===== src/rtl/mem_wb_stage_if.sv =====
// Data-memory request/acknowledge bus between the MEM/WB stage (master) and
// the multi-cycle data memory (slave).
interface mem_wb_stage_if #(
    parameter int ADDR_W = 8
) ();
    logic              mem_req;
    logic              mem_we;
    logic [ADDR_W-1:0] mem_addr;
    logic [15:0]       mem_wdata;
    logic [15:0]       mem_rdata;
    logic              mem_ack;

    modport master (
        output mem_req,
        output mem_we,
        output mem_addr,
        output mem_wdata,
        input  mem_rdata,
        input  mem_ack
    );

    modport slave (
        input  mem_req,
        input  mem_we,
        input  mem_addr,
        input  mem_wdata,
        output mem_rdata,
        output mem_ack
    );
endinterface


===== src/rtl/mem_wb_stage.sv =====
// Memory-access / write-back stage: one register-file write per result-producing
// instruction, LD/ST over a req/ack data memory with timeout, flag latch and HLT.
module mem_wb_stage #(
    parameter int ADDR_W  = 8,
    parameter int REG_AW  = 3,
    parameter int TIMEOUT = 15
) (
    input  logic              clk,
    input  logic              reset,
    input  logic              valid_ex,
    input  logic [5:0]        op_ex,
    input  logic [REG_AW-1:0] rd_ex,
    input  logic [15:0]       ans_ex,
    input  logic [15:0]       DM_data,
    input  logic [1:0]        flag_ex,
    output logic              stall,
    mem_wb_stage_if.master    mem,
    output logic              wb_en,
    output logic [REG_AW-1:0] wb_addr,
    output logic [15:0]       wb_data,
    output logic [1:0]        flag_wb,
    output logic              halt,
    output logic              mem_err
);

    localparam logic [5:0] OP_LD  = 6'h14;
    localparam logic [5:0] OP_ST  = 6'h15;
    localparam logic [5:0] OP_HLT = 6'h11;
    localparam int CNT_W = $clog2(TIMEOUT + 1);

    typedef enum logic [1:0] {
        S_IDLE,
        S_ACCESS,
        S_WB,
        S_HALTED
    } state_t;

    state_t state, next_state;

    logic [CNT_W-1:0]  cnt;
    logic [CNT_W-1:0]  cnt_inc;
    logic [REG_AW-1:0] rd_q;
    logic [15:0]       rdata_q;
    logic              is_wb, is_mem, is_hlt;
    logic              accept, ack_hit, timed_out;

    always_comb begin
        is_wb = 1'b0;
        case (op_ex)
            6'h00, 6'h01, 6'h02, 6'h04, 6'h05, 6'h06, 6'h07,
            6'h08, 6'h09, 6'h0A, 6'h0C, 6'h0D, 6'h0E, 6'h0F,
            6'h16, 6'h19, 6'h1A, 6'h1B: is_wb = 1'b1;
            default:                    is_wb = 1'b0;
        endcase
    end

    assign is_mem    = (op_ex == OP_LD) || (op_ex == OP_ST);
    assign is_hlt    = (op_ex == OP_HLT);
    assign accept    = valid_ex && (state == S_IDLE);
    assign cnt_inc   = cnt + 1'b1;
    assign ack_hit   = (state == S_ACCESS) && mem.mem_ack;
    // The abort fires on the TIMEOUT-th ACCESS cycle; an ack in that same cycle takes priority.
    assign timed_out = (state == S_ACCESS) && !mem.mem_ack && (cnt_inc == CNT_W'(TIMEOUT));

    always_ff @(posedge clk or negedge reset) begin
        if (!reset) state <= S_IDLE;
        else        state <= next_state;
    end

    always_comb begin
        next_state = state;
        case (state)
            S_IDLE: begin
                if (accept && is_mem)      next_state = S_ACCESS;
                else if (accept && is_hlt) next_state = S_HALTED;
            end
            S_ACCESS: begin
                if (ack_hit)        next_state = mem.mem_we ? S_IDLE : S_WB;
                else if (timed_out) next_state = S_IDLE;
            end
            S_WB:     next_state = S_IDLE;
            S_HALTED: next_state = S_HALTED;
            default:  next_state = S_IDLE;
        endcase
    end

    always_comb begin
        stall = (state != S_IDLE) || (accept && (is_mem || is_hlt));
    end

    always_ff @(posedge clk or negedge reset) begin
        if (!reset) begin
            wb_en         <= 1'b0;
            wb_addr       <= '0;
            wb_data       <= '0;
            flag_wb       <= '0;
            halt          <= 1'b0;
            mem_err       <= 1'b0;
            mem.mem_req   <= 1'b0;
            mem.mem_we    <= 1'b0;
            mem.mem_addr  <= '0;
            mem.mem_wdata <= '0;
            cnt           <= '0;
            rd_q          <= '0;
            rdata_q       <= '0;
        end else begin
            wb_en <= 1'b0;
            case (state)
                S_IDLE: begin
                    if (accept) begin
                        flag_wb <= flag_ex;
                        if (is_wb) begin
                            wb_en   <= 1'b1;
                            wb_addr <= rd_ex;
                            wb_data <= ans_ex;
                        end else if (is_mem) begin
                            rd_q          <= rd_ex;
                            mem.mem_req   <= 1'b1;
                            mem.mem_we    <= (op_ex == OP_ST);
                            mem.mem_addr  <= ans_ex[ADDR_W-1:0];
                            mem.mem_wdata <= DM_data;
                            cnt           <= '0;
                        end else if (is_hlt) begin
                            halt <= 1'b1;
                        end
                    end
                end
                S_ACCESS: begin
                    if (ack_hit) begin
                        mem.mem_req <= 1'b0;
                        cnt         <= '0;
                        if (!mem.mem_we) rdata_q <= mem.mem_rdata;
                    end else if (timed_out) begin
                        mem.mem_req <= 1'b0;
                        mem_err     <= 1'b1;
                        cnt         <= '0;
                    end else begin
                        cnt <= cnt_inc;
                    end
                end
                S_WB: begin
                    wb_en   <= 1'b1;
                    wb_addr <= rd_q;
                    wb_data <= rdata_q;
                end
                default: ;
            endcase
        end
    end

endmodule


===== src/flat_wrapper.sv =====
// flat-port wrapper written by rule: the top's interface ports become plain ports
module mem_wb_stage_flat 
#(
    parameter int ADDR_W  = 8,
    parameter int REG_AW  = 3,
    parameter int TIMEOUT = 15
)
  (clk, reset, valid_ex, op_ex, rd_ex, ans_ex, DM_data, flag_ex, stall, wb_en, wb_addr, wb_data, flag_wb, halt, mem_err, mem_mem_req, mem_mem_we, mem_mem_addr, mem_mem_wdata, mem_mem_rdata, mem_mem_ack);
  mem_wb_stage_if #(.ADDR_W(ADDR_W)) mem_i ();
  input  logic clk;
  input  logic reset;
  input  logic valid_ex;
  input  logic [5:0] op_ex;
  input  logic [REG_AW-1:0] rd_ex;
  input  logic [15:0] ans_ex;
  input  logic [15:0] DM_data;
  input  logic [1:0] flag_ex;
  output logic stall;
  output logic wb_en;
  output logic [REG_AW-1:0] wb_addr;
  output logic [15:0] wb_data;
  output logic [1:0] flag_wb;
  output logic halt;
  output logic mem_err;
  output wire logic [$bits(mem_i.mem_req)-1:0] mem_mem_req;
  output wire logic [$bits(mem_i.mem_we)-1:0] mem_mem_we;
  output wire logic [$bits(mem_i.mem_addr)-1:0] mem_mem_addr;
  output wire logic [$bits(mem_i.mem_wdata)-1:0] mem_mem_wdata;
  input wire logic [$bits(mem_i.mem_rdata)-1:0] mem_mem_rdata;
  input wire logic [$bits(mem_i.mem_ack)-1:0] mem_mem_ack;
  assign mem_mem_req = mem_i.mem_req;
  assign mem_mem_we = mem_i.mem_we;
  assign mem_mem_addr = mem_i.mem_addr;
  assign mem_mem_wdata = mem_i.mem_wdata;
  assign mem_i.mem_rdata = mem_mem_rdata;
  assign mem_i.mem_ack = mem_mem_ack;
  mem_wb_stage #(.ADDR_W(ADDR_W), .REG_AW(REG_AW), .TIMEOUT(TIMEOUT)) u_core (.clk(clk), .reset(reset), .valid_ex(valid_ex), .op_ex(op_ex), .rd_ex(rd_ex), .ans_ex(ans_ex), .DM_data(DM_data), .flag_ex(flag_ex), .stall(stall), .mem(mem_i), .wb_en(wb_en), .wb_addr(wb_addr), .wb_data(wb_data), .flag_wb(flag_wb), .halt(halt), .mem_err(mem_err));
endmodule

===== config.mk =====
export PLATFORM = sky130hd
export DESIGN_NAME = mem_wb_stage_flat
export DESIGN_NICKNAME = d
export VERILOG_FILES = /design/src/rtl/mem_wb_stage_if.sv /design/src/rtl/mem_wb_stage.sv /design/src/flat_wrapper.sv
export SDC_FILE = /design/constraint.sdc
export NUM_CORES = 1
export LEC_CHECK = 0
export ABC_AREA = 0
export ABC_CLOCK_PERIOD_IN_PS = 2400
export CORE_MARGIN = 4
export CORE_UTILIZATION = 25
export DETAILED_ROUTE_END_ITERATION = 7
export HOLD_SLACK_MARGIN = 0.02
export PLACE_DENSITY = 0.55
export SLEW_MARGIN = 20
export SYNTH_ARGS = -nofsm -noshare
export SYNTH_HDL_FRONTEND = slang
export SYNTH_SLANG_ARGS = --single-unit

===== constraint.sdc =====
create_clock -name clk -period 2.4 [get_ports clk]
set_clock_uncertainty 0.05 [all_clocks]
set_input_delay 0.6 -clock clk [delete_from_list [all_inputs] [get_ports clk]]
set_output_delay 0.6 -clock clk [all_outputs]
set_load 0.1 [all_outputs]

==> flow_metrics.tcl, run 1 <==
set metrics [dict create \
    status "finished clean" \
    wl_per_cell_um 15.2 \
    synth_cell_type_count 37 \
    fp.dieW_um 124 \
    clk_latency_ns 0.34 \
    grt_remaining_overflow 0 \
    syn_inst 231 \
    grt_first_pass_wirelength_um 13700 \
    max_freq_ghz 0.432 \
    antenna_cells 0 \
    crit_arrival_ns 1.66 \
    syn_to_final_growth_pct 49.0 \
    slew_viol_final 0 \
    fin_crit_sh 0.964 \
    critPathKind "input port to output pin" \
    vias 2329 \
    cts_root_buf "clkbuf_16" \
    post-route-util 0.381 \
    hold_viol_final 0 \
    clk_path_buf_depth 2 \
    cts_tree "done" \
    hold_path.class "input port to async pin" \
    ys.flop_type "dfrtp_1" \
    max_cap_violations 0 \
    setup.worst_path.start "op_ex[2]" \
    worst_slew_pin_slew_ns 0.550 \
    timing.final.ws_setup_ns 0.0866 \
    syn_avg_cell_area_um2 14.6 \
    synth-seq-area-share 0.555 \
    setup_viol 0 \
    first_pass_iters 4 \
    synth-seq-cells 75 \
    grt_pass1_vias 2584 \
    required_ns 1.75 \
    yosysWarningCount 0 \
    drt_wl_total_um 8250 \
    cts.sinks 75 \
    r2r-start "u_core.state[0]" \
    peakVddDrop_mv 0.399 \
    finalCriticalPeriod_ns 2.31 \
    ctsHoldBuffers 0 \
    totalPowerFinal_mw 2.79 \
    final_cells 542 \
    reg2reg_to "u_core.mem.mem_wdata[9]" \
    p_leak_nw 2.53 \
    groute.usage.overall 0.112 \
    coreArea_um2 13200 \
    rr_worst_depth 7 \
    antenna_found_initial 0 \
    rsz0062_at_grt "false" \
    syn_nets 300 \
    powerDensity_nw_per_um2 553 \
    worst_setup_path_start_kind "input port" \
    cts_buffers 9 \
    fill_cells 1308 \
    die_area_um2 15500 \
    drive_gt1_frac 0.475 \
    route.detailed.drc 0 \
    synth_edf_count 0 \
    ioPinCount 114 \
    max_slew_margin 0.634 \
    endpoint "stall" \
    worstPathMaxFanout 4 \
    cp-end-kind "output pin" \
    syn-cell-area_um2 3380 \
    vias_per_cell 4.30 \
    grt_max_degree 42 \
    num_rows 42 \
    io_buffers 113 \
    dieHeight_um 124 \
    synth-async-reset-ratio 1.00 \
    gp_congestion 0.727 \
    htree_num_levels 3 \
    start_util 0.255 \
    place.detailed.hpwl_um 5930 \
    first_iter_violations 105 \
    multiInputGateArea_um2 1440 \
    dp_cells 525 \
    clkTransAtPathRegs_ns 0.06 \
    register_area_um2 1880 \
    pre_cts_slack_ns -0.233 \
    finalNetCount 430 \
    r2r_setup_slack_ns 0.44 \
    ant_nets 0 \
]
-- what timing repair did --
action | in CTS | in global routing
setup buffers | 1 | 0
gates resized for setup | 6 | 1
endpoints found under the setup margin | 1 | 1
pin swaps | 2 | 0
endpoints found under the hold margin | 0 | 0
-- metal layers --
| layer | share of wire | wire length (um) | global-route usage | vias to the layer above |
|---|---|---|---|---|
| met3 | 0.073 | 600 | 0.0557 | 5 |
| met5 | 0 | 0 | 0 | - |
| met1 | 0.44 | 3620 | 0.132 | 1161 |
| met2 | 0.48 | 3930 | 0.180 | 72 |
| li1 | - | - | - | 1091 |
| met4 | 0.011 | 90 | 0.0348 | 0 |
-- report_power, final --
part           internal, mW  switching (mW)  total [mW]
sequential             1.26               0        1.26
clock                 0.828           0.526        1.35
combinational         0.112          0.0583       0.171
-- worst min path at each step --
stage / startpoint / to / slack (ns) / cells past startpoint
finish: reset / u_core.cnt[0] / 0.20 / 1
global route: reset / u_core.flag_wb[0] / 0.24 / 1
CTS: reset / u_core.cnt[0] / 0.21 / 1
detailed placement: u_core.mem_err / u_core.mem_err / 0.42 / 1
global placement: u_core.mem_err / u_core.mem_err / 0.42 / 1
floorplan: reset / u_core.cnt[0] / 0.25 / 0
-- cells in the final DEF (no fill, tap or decap), drive strengths merged, types with 2 or more instances in the layout --
cell type / netlist / layout
ha: 6 / 6
a21boi: 2 / 2
o21ai: 3 / 3
nor2b: 2 / 2
clkinv: 0 / 3
o22ai: 2 / 2
nand2: 9 / 9
a31o: 3 / 3
nand3: 2 / 2
mux2i: 2 / 2
nand3b: 2 / 2
mux2: 84 / 84
nand2b: 2 / 2
inv: 9 / 9
buf: 5 / 66
clkbuf: 3 / 11
dlygate4sd2: 0 / 5
nor2: 3 / 3
dfrtp: 75 / 75
clkdlybuf4s50: 0 / 56
a32oi: 2 / 2
and3b: 2 / 2
-- state kept, by name, summed over array words and instances (netlist names) --
| register | flops |
|---|---|
| u_core.mem.mem_we | 1 |
| u_core.mem.mem_req | 1 |
| u_core.mem.mem_wdata | 16 |
| u_core.mem_err | 1 |
| u_core.wb_data | 16 |
| u_core.wb_addr | 3 |
| u_core.flag_wb | 2 |
| u_core.wb_en | 1 |
| u_core.mem.mem_addr | 8 |
| u_core.state | 2 |
| u_core.rdata_q | 16 |
| u_core.halt | 1 |
| u_core.cnt | 4 |
| u_core.rd_q | 3 |
-- stage by stage --
stage,hold WS (ns),instance area [um^2],setup TNS [ns]
detailed placement,0.422,4730,-2.70
global placement,0.418,4730,-2.38
floorplan,0.254,3380,0
global route,0.238,5040,0
CTS,0.212,5040,0
finish,0.196,5040,0
-- final cells by class --
| cell class | instances | share of cell area |
|---|---|---|
| Clock buffer | 11 | 0.0482 |
| Sequential cell | 75 | 0.372 |
| Multi-Input combinational cell | 139 | 0.286 |
| Inverter | 9 | 0.00670 |
| Tap cell | 176 | 0.0437 |
| Timing Repair Buffer | 127 | 0.233 |
| Clock inverter | 5 | 0.0104 |
-- kinds of logic (layout without fill, tap and decap cells) --
logic type,after synthesis,in the layout,synth area share
AOI/OAI and AO/OA,19,19,0.0533
adders and majority gates,6,6,0.0222
buffers and inverters,17,152,0.0237
DFF,75,75,0.555
muxes,86,86,0.297
and+or+nand+nor,28,28,0.0492
-- worst max-delay path, stage by stage --
cell	delay [ns]
dlygate4sd2_1	0.28
or2_2	0.31
a41o_1	0.29
buf_12	0.18
-- cells in the mapped netlist (2+ instances only) --
master     n  area share
a31o_2     3      0.0078
and3b_1    2      0.0052
buf_2      4      0.0059
clkbuf_1   3      0.0033
dfrtp_1   75        0.55
ha_1       6       0.022
inv_1      9       0.010
mux2_2    74        0.25
mux2_4    10       0.044
mux2i_1    2      0.0059
nand2_1    9       0.010
nand2b_1   2      0.0037
nand3_1    2      0.0030
nand3b_1   2      0.0044
nor2_1     3      0.0033
nor2b_1    2      0.0037
o21ai_1    2      0.0030
o22ai_1    2      0.0037
No activity file was read; power rests on OpenSTA's default activity.
==> run 2, diff against run 1 <==
--- a/config.mk
+++ b/config.mk
@@ -7,12 +7,14 @@
 export LEC_CHECK = 0
 export ABC_AREA = 0
 export ABC_CLOCK_PERIOD_IN_PS = 2400
+export CAP_MARGIN = 20
 export CORE_MARGIN = 4
 export CORE_UTILIZATION = 25
 export DETAILED_ROUTE_END_ITERATION = 7
+export DONT_BUFFER_PORTS = 1
 export HOLD_SLACK_MARGIN = 0.02
-export PLACE_DENSITY = 0.55
-export SLEW_MARGIN = 20
+export PLACE_DENSITY = 0.44
+export SLEW_MARGIN = 15
 export SYNTH_ARGS = -nofsm -noshare
 export SYNTH_HDL_FRONTEND = slang
 export SYNTH_SLANG_ARGS = --single-unit
==> flow_metrics.tcl, run 2 (synthesis gave the netlist of run 1 again) <==
set metrics [dict create \
    status "finished, violations left" \
    violations "negative hold slack" \
    holdWs_ns -0.0972 \
    dieHeight_um 124 \
    ioPinCount 114 \
    cts_root_buf "clkbuf_16" \
    rsz0062_at_grt "false" \
    drt_wl_total_um 7440 \
    num_rows 42 \
    grt_pass1_vias 2083 \
    max_stage_delay_ns 0.40 \
    path_cells "inv_1 > ha_1 > inv_1 > a41o_1 > buf_12" \
    slew_viol_final 0 \
    p_leak_nw 1.96 \
    first_pass_iters 3 \
    antenna_found_initial 0 \
    groute.usage.overall 0.102 \
    pre_cts_slack_ns 0.332 \
    crit_arrival_ns 1.64 \
    tns_ns 0 \
    antenna_cells 0 \
    vias_per_cell 4.43 \
    grt_first_pass_wirelength_um 12000 \
    io_buffers 0 \
    critical-path-top-delay-family "flip-flops" \
    worst_slew_pin_slew_ns 0.935 \
    powerDensity_nw_per_um2 656 \
    reg_top3 "u_core.mem.mem_wdata (16), u_core.rdata_q (16), u_core.wb_data (16)" \
    worst_setup_path_start_kind "flop" \
    route.detailed.drc 0 \
    clk_path_buf_depth 2 \
    ant_nets 0 \
    clk_latency_ns 0.33 \
    fp.dieW_um 124 \
    place.detailed.hpwl_um 5310 \
    hold_path.class "input port to async pin" \
    cts_buffers 9 \
    setup_viol 0 \
    p_int_mw 2.07 \
    finalNetCount 313 \
    fill_cells 1397 \
    wl_per_cell_um 17.5 \
    timing.final.ws_setup_ns 0.112 \
    fin_crit_sh 0.953 \
    cts_tree "done" \
    clockPowerShare 0.501 \
    final_cell_mix "dfrtp_1, mux2_2, mux2_4" \
    gp_congestion 0.714 \
    max_slew_margin 0.376 \
    clkTransAtPathRegs_ns 0.06 \
    drive_gt1_frac 0.470 \
    slowest_stage "dfrtp_1" \
    first_iter_violations 64 \
    peakVddDrop_mv 0.259 \
    post-route-util 0.298 \
    post_cts_buffers 0 \
    worstPathMaxFanout 5 \
    switching_share 0.202 \
    final_common_cell "dfrtp_1" \
    vias 1882 \
    p_seq_frac 0.488 \
    fin_area_um2 3950 \
    finalCriticalPeriod_ns 2.29 \
    combPwrFrac 0.011 \
    htree_num_levels 3 \
    totalPowerFinal_mw 2.59 \
    grt_remaining_overflow 0 \
    cts.sinks 75 \
    coreArea_um2 13200 \
    dp_cells 409 \
    placed_area_um2 3660 \
    max_freq_ghz 0.437 \
    start_util 0.255 \
    hold_viol_final 75 \
    cts_resized 0 \
    crit_buf_inv 3 \
    syn_to_final_growth_pct 16.9 \
    max_cap_violations 0 \
    final_cells 425 \
    critPathKind "flop to output pin" \
    grt_max_degree 76 \
    die_area_um2 15500 \
    crit_top_cell "inv_1" \
    required_ns 1.75 \
    cp-end-kind "output pin" \
    power_switching_uw 523 \
]
[run 2: cell count changes in the layout (fill, tap and decap cells not counted), sizes merged]
cell / delta
clkdlybuf4s50: -56
bufinv: -1
buf: -56
dlygate4sd2: -5
clkinv: -1
clkbuf: +2
[run 2: power by group through the flow]
| stage | sequential [mW] | clock, mW | combinational (mW) |
|---|---|---|---|
| 2_1_floorplan | 1.29 | 0 | 0.0258 |
| 3_3_place_gp | 1.29 | 0 | 0.0285 |
| 3_5_place_dp | 1.29 | 0 | 0.0288 |
| 4_1_cts | 1.26 | 1.36 | 0.0290 |
| 5_1_grt | 1.26 | 1.42 | 0.0311 |
| 6_report | 1.26 | 1.30 | 0.0288 |
[run 2: worst paths after layout]
check,startpoint,to,slack (ns),cells past startpoint
hold reg to reg,u_core.rdata_q[4],u_core.rdata_q[4],0.45,1
max in group asynchronous,reset,u_core.rd_q[0],2.28,0
hold / removal,reset,u_core.rdata_q[9],-0.1,0
setup / recovery,u_core.state[0],stall,0.11,5
setup reg to reg,u_core.state[0],u_core.cnt[3],0.31,6
min in group clk,ans_ex[6],u_core.mem.mem_addr[6],0.36,1
[run 2: final cells by class]
class / count / area [um^2] / area share
clock buffers: 13 / 270 / 0.0684
clock inverters: 3 / 21.3 / 0.00538
inverters: 9 / 33.8 / 0.00855
multi-input cells: 139 / 1430 / 0.362
flip-flops and latches: 75 / 1880 / 0.475
well taps: 176 / 220 / 0.0557
repair buffers: 10 / 100 / 0.0253
[run 2: routing by layer]
| layer | track usage | part of all wire | routed length [um] |
|---|---|---|---|
| met5 | 0 | 0 | 0 |
| met3 | 0.0523 | 0.088 | 653 |
| met2 | 0.154 | 0.47 | 3490 |
| met4 | 0.0426 | 0.019 | 141 |
| met1 | 0.122 | 0.42 | 3160 |
